## src/rtl/uart_rx_fifo.sv

```systemverilog
// Receive byte FIFO between UART_RX and the bus interface: show-ahead read,
// level/full/empty/overflow status and a level-or-idle-timeout interrupt.
module uart_rx_fifo #(
    parameter int DEPTH   = 16,
    parameter int ADDR_W  = 4,
    parameter int TIMEOUT = 20000,
    parameter int TO_W    = 16
) (
    input  logic              clk,
    input  logic              RST,
    input  logic [7:0]        rx_data,
    input  logic              rx_valid,
    input  logic              rd_en,
    output logic [7:0]        rd_data,
    output logic              empty,
    output logic              full,
    output logic [ADDR_W:0]   level,
    output logic              overflow,
    input  logic              ovf_clr,
    input  logic [ADDR_W:0]   irq_thresh,
    output logic              irq
);

    localparam logic [ADDR_W:0] DEPTH_L   = (ADDR_W+1)'(DEPTH);
    localparam logic [TO_W-1:0] TIMEOUT_L = TO_W'(TIMEOUT);

    logic [7:0]        mem [DEPTH];
    logic [ADDR_W-1:0] wr_ptr;
    logic [ADDR_W-1:0] rd_ptr;
    logic [TO_W-1:0]   idle_cnt;
    logic              push_ok;
    logic              pop_ok;
    logic              ovf_evt;
    logic              timeout_hit;

    assign empty   = (level == '0);
    assign full    = (level == DEPTH_L);
    assign pop_ok  = rd_en && !empty;
    // A pop in the same cycle frees the slot, so a push at full still lands.
    assign push_ok = rx_valid && (!full || pop_ok);
    assign ovf_evt = rx_valid && full && !pop_ok;

    assign timeout_hit = (idle_cnt == TIMEOUT_L);
    assign irq = ((irq_thresh != '0) && (level >= irq_thresh)) || timeout_hit;

    assign rd_data = empty ? 8'h00 : mem[rd_ptr];

    always_ff @(posedge clk) begin
        if (push_ok) begin
            mem[wr_ptr] <= rx_data;
        end
    end

    always_ff @(posedge clk) begin
        if (RST) begin
            wr_ptr   <= '0;
            rd_ptr   <= '0;
            level    <= '0;
            overflow <= 1'b0;
            idle_cnt <= '0;
        end else begin
            if (push_ok) begin
                wr_ptr <= wr_ptr + ADDR_W'(1);
            end
            if (pop_ok) begin
                rd_ptr <= rd_ptr + ADDR_W'(1);
            end
            if (push_ok && !pop_ok) begin
                level <= level + (ADDR_W+1)'(1);
            end else if (pop_ok && !push_ok) begin
                level <= level - (ADDR_W+1)'(1);
            end

            // Set beats clear when both happen in one cycle.
            if (ovf_evt) begin
                overflow <= 1'b1;
            end else if (ovf_clr) begin
                overflow <= 1'b0;
            end

            if (empty || push_ok || pop_ok) begin
                idle_cnt <= '0;
            end else if (!timeout_hit) begin
                idle_cnt <= idle_cnt + TO_W'(1);
            end
        end
    end

endmodule

```

## config.mk

```make
export PLATFORM = sky130hd
export DESIGN_NAME = uart_rx_fifo
export DESIGN_NICKNAME = d
export VERILOG_FILES = /design/src/rtl/uart_rx_fifo.sv
export SDC_FILE = /design/constraint.sdc
export NUM_CORES = 1
export LEC_CHECK = 0
export BUFFER_PORTS_ARGS = -buffer_cell sky130_fd_sc_hd__buf_4
export CORE_MARGIN = 2
export CORE_UTILIZATION = 65
export DETAILED_ROUTE_END_ITERATION = 10
export PLACE_DENSITY = 0.89
export SLEW_MARGIN = 20
export SYNTH_ARGS = -nofsm -noshare
export SYNTH_HDL_FRONTEND = slang
export SYNTH_SLANG_ARGS = --single-unit
```

## constraint.sdc

```tcl
create_clock -name clk -period 4.8 [get_ports clk]
set_input_delay 1.2 -clock clk [delete_from_list [all_inputs] [get_ports clk]]
set_output_delay 1.2 -clock clk [all_outputs]
set_load 0.03 [all_outputs]
```

---- Word-level counts from Yosys, hierarchy flattened ----
Memory sizes are Yosys's and may differ from the RTL's. A register that Yosys moved wholly into a read port is not among the register bits.
Cells that the tools add are included.
W data, S select, Z words.
storage, ports and cells
  flip-flop bits (word level) ............. 30
  RAM bits ................................ 128
  input port bits ......................... 18
  memories kept ........................... 1
cells by class
  add/subtract/negate cells ............... 5
  $lt $le $gt $ge ......................... 1
  equality and inequality tests ........... 2
  multiplexer cells ....................... 9
  reduce and logical (&&, ||, !) cells .... 20
memory list
  memory  depth  bits a word  rd ports  clocked after memory_dff  wr ports  line  source
  mem     16     8            1         1                         1         27    logic [7:0] mem [DEPTH];
operators with widths
  kind                     number
  $add A16 B1 Y16 const B  1
  $eq A16 B15 Y1 const B   1
  $mux W5                  2
  $add A4 B1 Y4 const B    2
  $mux W4                  2
  $mux W8                  1
  $logic_and A1 B1 Y1      7
  $add A5 B1 Y5 const B    1
  $eq A5 B5 Y1 const B     1
  $ge A5 B5 Y1             1
  $logic_not A5 Y1         1
  $reduce_bool A5 Y1       1
  $sub A5 B1 Y5 const B    1
  $logic_not A1 Y1         4
  $logic_or A1 B1 Y1       4
  $mux W1                  4
  $reduce_bool A2 Y1       2
  $reduce_or A2 Y1         1

---- Logic depth before layout (Yosys ltp) ----
Gate-level depths: netlist (run 1).
  word-level depth ........................ 9
  depth in mapped cells ................... 11
  depth with buffers taken out ............ 10

---- Least setup slack after synthesis (run 1) ----
OpenSTA, ideal clock, no wires.
  path kind ............................... in2out
  start point ............................. input port irq_thresh[0]
  end point ............................... output port irq
  data arrival time ....................... 2.456 ns
  data required time ...................... 3.600 ns
  slack ................................... 1.144 ns
  stages .................................. 5
  path buffers ............................ 0
  cells stage by stage .................... ha_1 nand2b_1 a211oi_1 o21a_1 o21ai_0
on the way
  word-level cells in the longest chain between the ends .. 3
  elaborated cells between the ends (all ways) .. 4
ends and longest elaborated chain
  what                                                       line  source
  start, declared                                            20    input logic [ADDR_W:0] irq_thresh,
  $ge A5 B5 Y1 / $reduce_bool A5 Y1 (equally long branches)  44    assign irq = ((irq_thresh != '0) && (level >= irq_thresh)) || timeout_hit;
  $logic_and A1 B1 Y1 *                                      44
  $logic_or A1 B1 Y1 *                                       44
  end, declared                                              21    output logic irq
Mark *: on every way between the ends. The rest lies on a longest branch, timed or not.

==> impl_metrics.py, run 1 <==
metrics = {
    "logic_synthesis": {
        "synth.avg_cell_area_um2": 16.1,
        "synth_edf_count": 128,
        "synth_top_area_share_pct": 56.7,
        "synth.most_common_cell": "edfxtp_1",
        "synthTopCellsByArea": "edfxtp_1, mux4_2, dfxtp_1, ha_1, a211oi_1",
        "synth_top_cell_by_area": "edfxtp_1",
        "ys.warnings.count": 0,
        "synthFlopType": "edfxtp_1",
        "ys_ff_latch": 162,
        "synthArstFlopShare_pct": 0,
        "synth_fp_nets": 457,
        "ys_types": 45,
        "mappedNetlistArea_mm2": 0.00678,
        "ys_seq_area_share_pct": 66.8,
        "synth_commonest_cells": "edfxtp_1, dfxtp_1, mux4_2, nor2_1, a211oi_1",
        "netlist_instances": 422,
    },
    "critical_path": {
        "cp_max_fo": 18,
        "critPathLaunchType": "flip-flop",
        "critPathRequiredTime_ns": 3.60,
        "cp.arrival_ns": 2.89,
        "r2r_start": "level[0]",
        "critPathCaptureType": "primary output",
        "regToRegEndpoint": "level[4]",
        "ff2ff_path_depth": 9,
        "rrSetupSlack_ns": 1.54,
        "crit_type": "reg -> out",
    },
    "route": {
        "drc_errors": 0,
        "via_per_inst": 6.25,
        "initialDrtViolationCount": 327,
        "antenna_left": 0,
        "vias": 3782,
        "routed_wl_um": 14200,
        "wl_per_cell_um": 23.5,
        "dr.pass1.iters": 4,
    },
    "cts": {
        "worstSkewPairLatency_ns": 0.53,
        "cts_max_level": 4,
        "cts.repair.resized": 0,
        "cts-root-buf": "clkbuf_8",
        "ctsHoldBuffers": 0,
        "cts_tree": "done",
        "clock_path_buffers": 2,
        "cts_setup_buffers": 0,
        "cts_buffers": 17,
        "clkSinkCount": 162,
        "clk_pin_slew_ns": 0.06,
    },
    "hold_path": {
        "hold_depth": 2,
        "worstHoldPathType": "reg -> reg",
        "hp-start": "overflow",
        "worstHoldEndpoint": "overflow",
    },
    "global_route": {
        "grt_pass1_wl_um": 21700,
        "grt_max_degree": 33,
        "grt_pass1_vias": 3854,
        "grt_usage_pct": 27.1,
        "grt_overflow": 0,
        "antenna_found_initial": 0,
    },
    "placed_design": {
        "io_buffers": 34,
        "dpl.hpwl_um": 8030,
        "gp_congestion": 0.770,
        "placedInstanceArea_mm2": 0.00713,
    },
    "cells_and_area": {
        "drive_gt1_share_pct": 22.6,
        "layout.area.seq_mm2": 0.00453,
        "antenna_cells": 0,
        "finish.instance_area_mm2": 0.00773,
        "synthToLayoutAreaGrowth_pct": 14.1,
        "fillers": 583,
        "multiInputGateArea_mm2": 0.00210,
        "fin_nets": 492,
    },
    "sta": {
        "rsz0062_at_grt": "no",
        "slew_violations": 0,
        "setup_viol": 0,
        "period_share_pct": 85.2,
        "skew_ns": 0.00819,
        "hold_violations": 0,
        "tns_ns": 0,
        "tightest_slew_ns": 0.953,
        "finalCriticalPeriod_ns": 4.09,
        "max-slew-margin-rel_pct": 36.4,
        "fmax_ghz": 0.244,
    },
    "floorplan": {
        "core-area_mm2": 0.0102,
        "floorplan.rows": 37,
        "die-area_mm2": 0.0113,
        "initial_core_util_pct": 66.2,
        "pin_count": 35,
        "die_h_um": 106,
        "die-width_um": 106,
    },
    "flow_run": {
        "drv_cap": 0,
    },
    "status": {
        "status": "finished, final reports clean",
    },
    "pwr": {
        "power_density_mw_per_mm2": 520,
        "power_leakage_nw": 2.62,
        "total_power_w": 0.00402,
        "ir_worst_vdd_mv": 0.349,
    },
}
[cell usage in the layout (no fill, tap or decap), drive strengths merged, types with 11 or more instances in the layout]
cell / instances
dfxtp: 34
inv: 16
and2: 14
edfxtp: 128
mux2i: 11
buf: 37
a211oi: 19
xor2: 14
clkbuf: 18
nor2: 35
ha: 16
mux4: 32
[metrics by stage]
| stage | hold WS [ns] | setup slack, ns | instances | util, % |
|---|---|---|---|---|
| 2_1_floorplan | 0.480 | 1.14 | 422 | - |
| 3_3_place_gp | 0.477 | 1.28 | 574 | 69.6 |
| 3_5_place_dp | 0.497 | 1.21 | 574 | 69.6 |
| 4_1_cts | 0.513 | 0.711 | 605 | 75.5 |
| 5_1_grt | 0.566 | 0.634 | 605 | 75.5 |
| 6_report | 0.511 | 0.710 | 605 | 75.5 |
[layer usage]
layer / part of all wire (%) / global-route usage [%]
met5: 0 / 0
met4: 1.5 / 9.12
met3: 6.0 / 7.23
met2: 52 / 45.4
met1: 40 / 34.6
[worst max-delay path: stages, from the launching register on]
cell and delay [ns]:
dfxtp_1 0.94, buf_4 0.33, mux4_2 0.32, a211oi_1 0.35
a211oi_1 0.16, buf_4 0.24
[how the worst max path moves through the flow]
| stage | slack, ns | end | cells after the start | startpoint |
|---|---|---|---|---|
| 2_1_floorplan | 1.14 | irq | 5 | irq_thresh[0] |
| 3_3_place_gp | 1.28 | irq | 7 | irq_thresh[0] |
| 3_5_place_dp | 1.21 | irq | 7 | irq_thresh[0] |
| 4_1_cts | 0.71 | rd_data[0] | 5 | flip-flop |
| 5_1_grt | 0.63 | rd_data[0] | 5 | flip-flop |
| 6_report | 0.71 | rd_data[0] | 5 | flip-flop |
[cell families after synthesis]
group | count (synthesis) | share of synthesized area [%]
AO/OA/AOI/OAI | 39 | 4.17
AND/OR/NAND/NOR | 105 | 8.55
buffers and inverters | 35 | 2.25
XOR/XNOR | 20 | 2.58
flip-flops | 162 | 66.8
multiplexers | 44 | 12.4
adder cells (fa/ha/maj) | 17 | 3.25
[layout make-up]
class,instances,area share [%]
clock buffer,18,5.41
tap,136,2.20
clock inverter,13,2.40
sequential,162,58.6
inverter,14,0.680
timing repair buffer,37,3.59
multi-input combinational,225,27.2
[power by group]
| part | leakage (nW) | total (W) | internal [W] | switching, W |
|---|---|---|---|---|
| sequential | 1.43 | 0.00165 | 0.00157 | 0.0000762 |
| clock | 0.281 | 0.00138 | 0.000843 | 0.000536 |
| combinational | 0.907 | 0.000988 | 0.000417 | 0.000572 |
| total | 2.62 | 0.00402 | 0.00283 | 0.00118 |
[state kept, by name, indices dropped and copies added, names as in the netlist, named ones only]
signal / flops
mem: 128
idle_cnt: 16
level: 5
rd_ptr: 4
wr_ptr: 4
overflow: 1
Note: power is estimated with default switching activity, not from simulation.
==> run 2, diff against run 1 <==
CORE_UTILIZATION = 55   (was 65)
PLACE_DENSITY = 0.81   (was 0.89)
clock period = 3.6 ns   (was 4.8 ns; I/O delays follow)
==> impl_metrics.py, run 2 (synthesized netlist as in run 1, its figures left out) <==
metrics = {
    "status": {
        "status": "finished, final reports clean",
    },
    "route": {
        "wl_per_cell_um": 19.8,
        "dr.pass1.iters": 4,
        "drc_errors": 0,
        "maxUsedRoutingLayer": "met4",
        "routed_wl_um": 12300,
        "wl_met1_um": 4880,
        "vias": 3722,
        "wl_met3_um": 840,
        "initialDrtViolationCount": 264,
        "via_per_inst": 6.01,
        "wl_met2_um": 6270,
        "antenna_left": 0,
    },
    "critical_path": {
        "slowest_delay_ns": 0.52,
        "crit_type": "reg -> out",
        "crit_family": "buffers and inverters",
        "crit_buf_inv": 3,
        "regToRegEndpoint": "level[4]",
        "cp.arrival_ns": 2.45,
        "worstPathCellList": "buf_4, buf_4, mux4_2, mux2i_1, a211oi_1, buf_4",
        "critPathCaptureType": "primary output",
        "critPathRequiredTime_ns": 2.70,
        "cp_max_fo": 14,
        "rrSetupSlack_ns": 0.41,
        "ff2ff_path_depth": 10,
        "r2r_start": "level[0]",
        "crit_slowest_cell": "dfxtp_4",
        "cp_common_cell": "buf_4",
        "critPathLaunchType": "flip-flop",
    },
    "cells_and_area": {
        "largest_reg_flops": 128,
        "layout.area.seq_mm2": 0.00453,
        "fin_nets": 494,
        "fillers": 839,
        "layout_commonest_cell": "edfxtp_1",
        "drive_gt1_share_pct": 22.9,
        "synthToLayoutAreaGrowth_pct": 14.7,
        "layout_common_cells": "edfxtp_1, buf_4, dfxtp_1, mux4_2, nor2_1",
        "multiInputGateArea_mm2": 0.00210,
        "regMostFlops": "mem",
        "antenna_cells": 0,
        "largestRegisters": "mem: 128 flops, idle_cnt: 16 flops, level: 5 flops",
    },
    "hold_path": {
        "hp-start": "overflow",
        "worstHoldPathType": "reg -> reg",
        "hold_depth": 2,
        "worstHoldEndpoint": "overflow",
    },
    "sta": {
        "rsz0062_at_grt": "no",
        "setup_ws_ns": 0.250,
        "setup_viol": 0,
        "fmax_ghz": 0.298,
        "tightest_slew_ns": 0.701,
        "tns_ns": 0,
        "finalCriticalPeriod_ns": 3.35,
        "period_share_pct": 93.1,
        "hold_violations": 0,
        "skew_ns": 0.00537,
        "max-slew-margin-rel_pct": 53.2,
        "slew_violations": 0,
    },
    "floorplan": {
        "die_h_um": 115,
        "die-area_mm2": 0.0132,
        "floorplan.rows": 40,
        "core-area_mm2": 0.0120,
        "initial_core_util_pct": 56.4,
        "die-width_um": 115,
        "pin_count": 35,
    },
    "cts": {
        "ctsHoldBuffers": 0,
        "clkSinkCount": 162,
        "cts_tree": "done",
        "cts_max_level": 4,
        "cts.repair.resized": 0,
        "clk_pin_slew_ns": 0.06,
        "worstSkewPairLatency_ns": 0.42,
        "cts_buffers": 17,
        "clock_path_buffers": 2,
        "cts_setup_buffers": 0,
        "cts-root-buf": "clkbuf_16",
    },
    "flow_run": {
        "drv_cap": 0,
    },
    "placed_design": {
        "io_buffers": 34,
        "place_ws_ns": 0.416,
        "gp_congestion": 0.754,
        "dpl.hpwl_um": 8010,
    },
    "pwr": {
        "ir_worst_vdd_mv": 0.407,
        "p_switching_w": 0.00151,
        "power_frac_seq_pct": 41.3,
        "p_int_w": 0.00379,
        "power_density_mw_per_mm2": 681,
        "total_power_w": 0.00530,
        "p_sw_share_pct": 28.5,
        "pwr-share-clk_pct": 34.1,
        "p_comb_share_pct": 24.5,
        "power_leakage_nw": 2.65,
    },
    "global_route": {
        "grt_usage_pct": 20.4,
        "grt_overflow": 0,
        "grt_pass1_wl_um": 19700,
        "antenna_found_initial": 0,
        "grt_max_degree": 33,
        "grt_pass1_vias": 3833,
    },
}
## run 2: layout make-up
class | count | share of cell area, %
repair buffers | 39 | 3.77
multi-input cells | 225 | 27.0
inverters | 14 | 0.676
flip-flops and latches | 162 | 58.2
well taps | 147 | 2.37
clock inverters | 6 | 0.821
clock buffers | 26 | 7.11
## run 2: routing by layer
layer / GRT usage (%) / up-vias
li1: - / 1703
met2: 33.8 / 131
met1: 24.7 / 1864
met4: 8.11 / 0
met3: 7.12 / 24
met5: 0 / -
## run 2: how the worst max path moves through the flow
stage,start,to,slack (ns),cells after the start
after floorplan,irq_thresh[0],irq,0.54,5
after global placement,level[0],level[4],0.53,10
after detailed placement,level[0],level[4],0.42,10
after CTS,flip-flop,rd_data[4],0.06,5
after global routing,flip-flop,rd_data[4],0.15,5
final,flip-flop,rd_data[7],0.25,6
## run 2: worst register-to-register path: cells and delay by family (launching register included)
family	cells	cell delay (ns)
compound gates	4	0.77
fa+ha+maj	2	0.54
simple gates	1	0.71
buf+inv	2	0.31
mux	1	0.35
flops	1	0.40
## run 2: through the flow
step | cell area, um^2 | hold WS [ns] | utilization (%) | std cells
after global routing | 7770 | 0.528 | 64.7 | 619
after floorplan | 6780 | 0.480 | - | 422
after detailed placement | 7150 | 0.478 | 59.6 | 587
after CTS | 7770 | 0.508 | 64.7 | 619
final | 7770 | 0.501 | 64.7 | 619
after global placement | 7150 | 0.480 | 59.6 | 587
## run 2: power groups by stage
| stage | Sequential, W | Clock, W | Combinational [W] |
|---|---|---|---|
| after floorplan | 0.00222 | 0 | 0.000930 |
| after global placement | 0.00222 | 0 | 0.00127 |
| after detailed placement | 0.00223 | 0 | 0.00129 |
| after CTS | 0.00219 | 0.00184 | 0.00131 |
| after global routing | 0.00221 | 0.00191 | 0.00140 |
| final | 0.00219 | 0.00181 | 0.00130 |
==> run 3, diff against run 2 <==
CORE_MARGIN = not set   (was 2)
==> impl_metrics.py, run 3 (synthesized netlist as in run 1, its figures left out) <==
metrics = {
    "route": {
        "routed_wl_um": 12300,
        "initialDrtViolationCount": 199,
        "vias": 3670,
        "wl_per_cell_um": 19.9,
        "antenna_left": 0,
        "drc_errors": 0,
        "dr.pass1.iters": 4,
        "via_per_inst": 5.93,
    },
    "cts": {
        "cts_tree": "done",
        "clk_pin_slew_ns": 0.06,
        "cts_setup_buffers": 0,
        "clock_path_buffers": 2,
        "clkSinkCount": 162,
        "cts_buffers": 17,
        "cts-root-buf": "clkbuf_16",
        "cts_max_level": 4,
        "worstSkewPairLatency_ns": 0.42,
    },
    "global_route": {
        "grt_max_degree": 33,
        "grt_overflow": 0,
        "grt_pass1_vias": 3733,
        "grt_usage_pct": 21.0,
        "antenna_found_initial": 0,
        "grt_pass1_wl_um": 19400,
    },
    "sta": {
        "period_share_pct": 92.8,
        "skew_ns": 0.00683,
        "tns_ns": 0,
        "finalCriticalPeriod_ns": 3.34,
        "setup_viol": 0,
        "fmax_ghz": 0.299,
        "hold_violations": 0,
        "worst_hold_slack_ns": 0.500,
        "rsz0062_at_grt": "no",
        "max-slew-margin-rel_pct": 56.8,
        "slew_violations": 0,
        "tightest_slew_ns": 0.646,
    },
    "cells_and_area": {
        "layout_common_cells": "edfxtp_1, buf_4, dfxtp_1, mux4_2, nor2_1",
        "fin_nets": 494,
        "layout_commonest_cell": "edfxtp_1",
        "drive_gt1_share_pct": 22.7,
        "finish.utilization_pct": 64.3,
        "synthToLayoutAreaGrowth_pct": 14.0,
        "largest_reg_flops": 128,
        "fillers": 855,
        "finish.instance_area_mm2": 0.00773,
        "largestRegisters": "mem: 128 flops, idle_cnt: 16 flops, level: 5 flops",
        "antenna_cells": 0,
        "regMostFlops": "mem",
    },
    "status": {
        "status": "finished, final reports clean",
    },
    "floorplan": {
        "die-area_mm2": 0.0128,
        "floorplan.rows": 40,
        "pin_count": 35,
        "initial_core_util_pct": 56.4,
        "die_h_um": 113,
        "core-area_mm2": 0.0120,
        "die-width_um": 113,
    },
    "pwr": {
        "power_leakage_nw": 2.62,
        "ir_worst_vdd_mv": 0.389,
        "total_power_w": 0.00521,
        "power_density_mw_per_mm2": 674,
    },
    "critical_path": {
        "cp_max_fo": 13,
        "critPathCaptureType": "primary output",
        "cp.arrival_ns": 2.44,
        "critPathRequiredTime_ns": 2.70,
        "crit_type": "reg -> out",
        "critPathLaunchType": "flip-flop",
    },
    "flow_run": {
        "drv_cap": 0,
    },
    "placed_design": {
        "gp_congestion": 0.772,
        "io_buffers": 34,
        "dpl.hpwl_um": 7850,
        "placedInstanceArea_mm2": 0.00715,
    },
    "hold_path": {
        "worstHoldPathType": "reg -> reg",
    },
}
## run 3: cell count changes in the layout (fill, tap and decap cells not counted)
cell and delta:
clkinv_4 +3, clkinv_1 +1, clkbuf_16 -3, clkbuf_8 -3
bufinv_16 +1, inv_6 +1
## run 3: where the power goes
part           leakage [nW]  internal [W]  switching, W
clock                 0.272       0.00102      0.000702
sequential             1.43       0.00210     0.0000877
combinational         0.918      0.000563      0.000738
total                  2.62       0.00368       0.00153
## run 3: worst paths after layout
check,from,to,slack (ns),depth (start not counted)
worst max-delay path,flip-flop,rd_data[3],0.26,6
worst min-delay path,overflow,overflow,0.50,2
worst max register to register,level[0],level[4],0.41,10
worst min register to register,overflow,overflow,0.50,2
## run 3: repair_timing
action,in CTS,in global routing
hold buffers,0,0
resized for setup,0,1
endpoints found under the hold margin,0,0
setup endpoints to repair,0,1
## run 3: area by class of cell
type / instances / area (um^2) / share of cell area (%)
sequential: 162 / 4530 / 58.6
multi-input combinational: 225 / 2100 / 27.2
clock buffer: 20 / 437 / 5.65
timing repair buffer: 39 / 293 / 3.79
tap: 147 / 184 / 2.38
clock inverter: 12 / 133 / 1.72
inverter: 14 / 52.6 / 0.680
## run 3: through the flow
stage          worst slack (ns)  instances
2_1_floorplan             0.544        422
3_3_place_gp              0.514        587
3_5_place_dp              0.453        587
4_1_cts                  0.0569        619
5_1_grt                  0.0722        619
6_report                  0.258        619
## run 3: critical path: stages, from the launching register on
cell      delay, ns
dfxtp_4        0.50
buf_4          0.26
buf_4          0.20
mux4_2         0.50
a211oi_1       0.26
a211oi_1       0.08
buf_4          0.21
## run 3: layer usage
layer	track usage [%]	vias up	share of wire, %
li1	-	1705	-
met1	25.4	1837	41
met2	36.6	117	53
met3	6.00	11	5.4
met4	6.23	0	0.80
met5	0	-	0
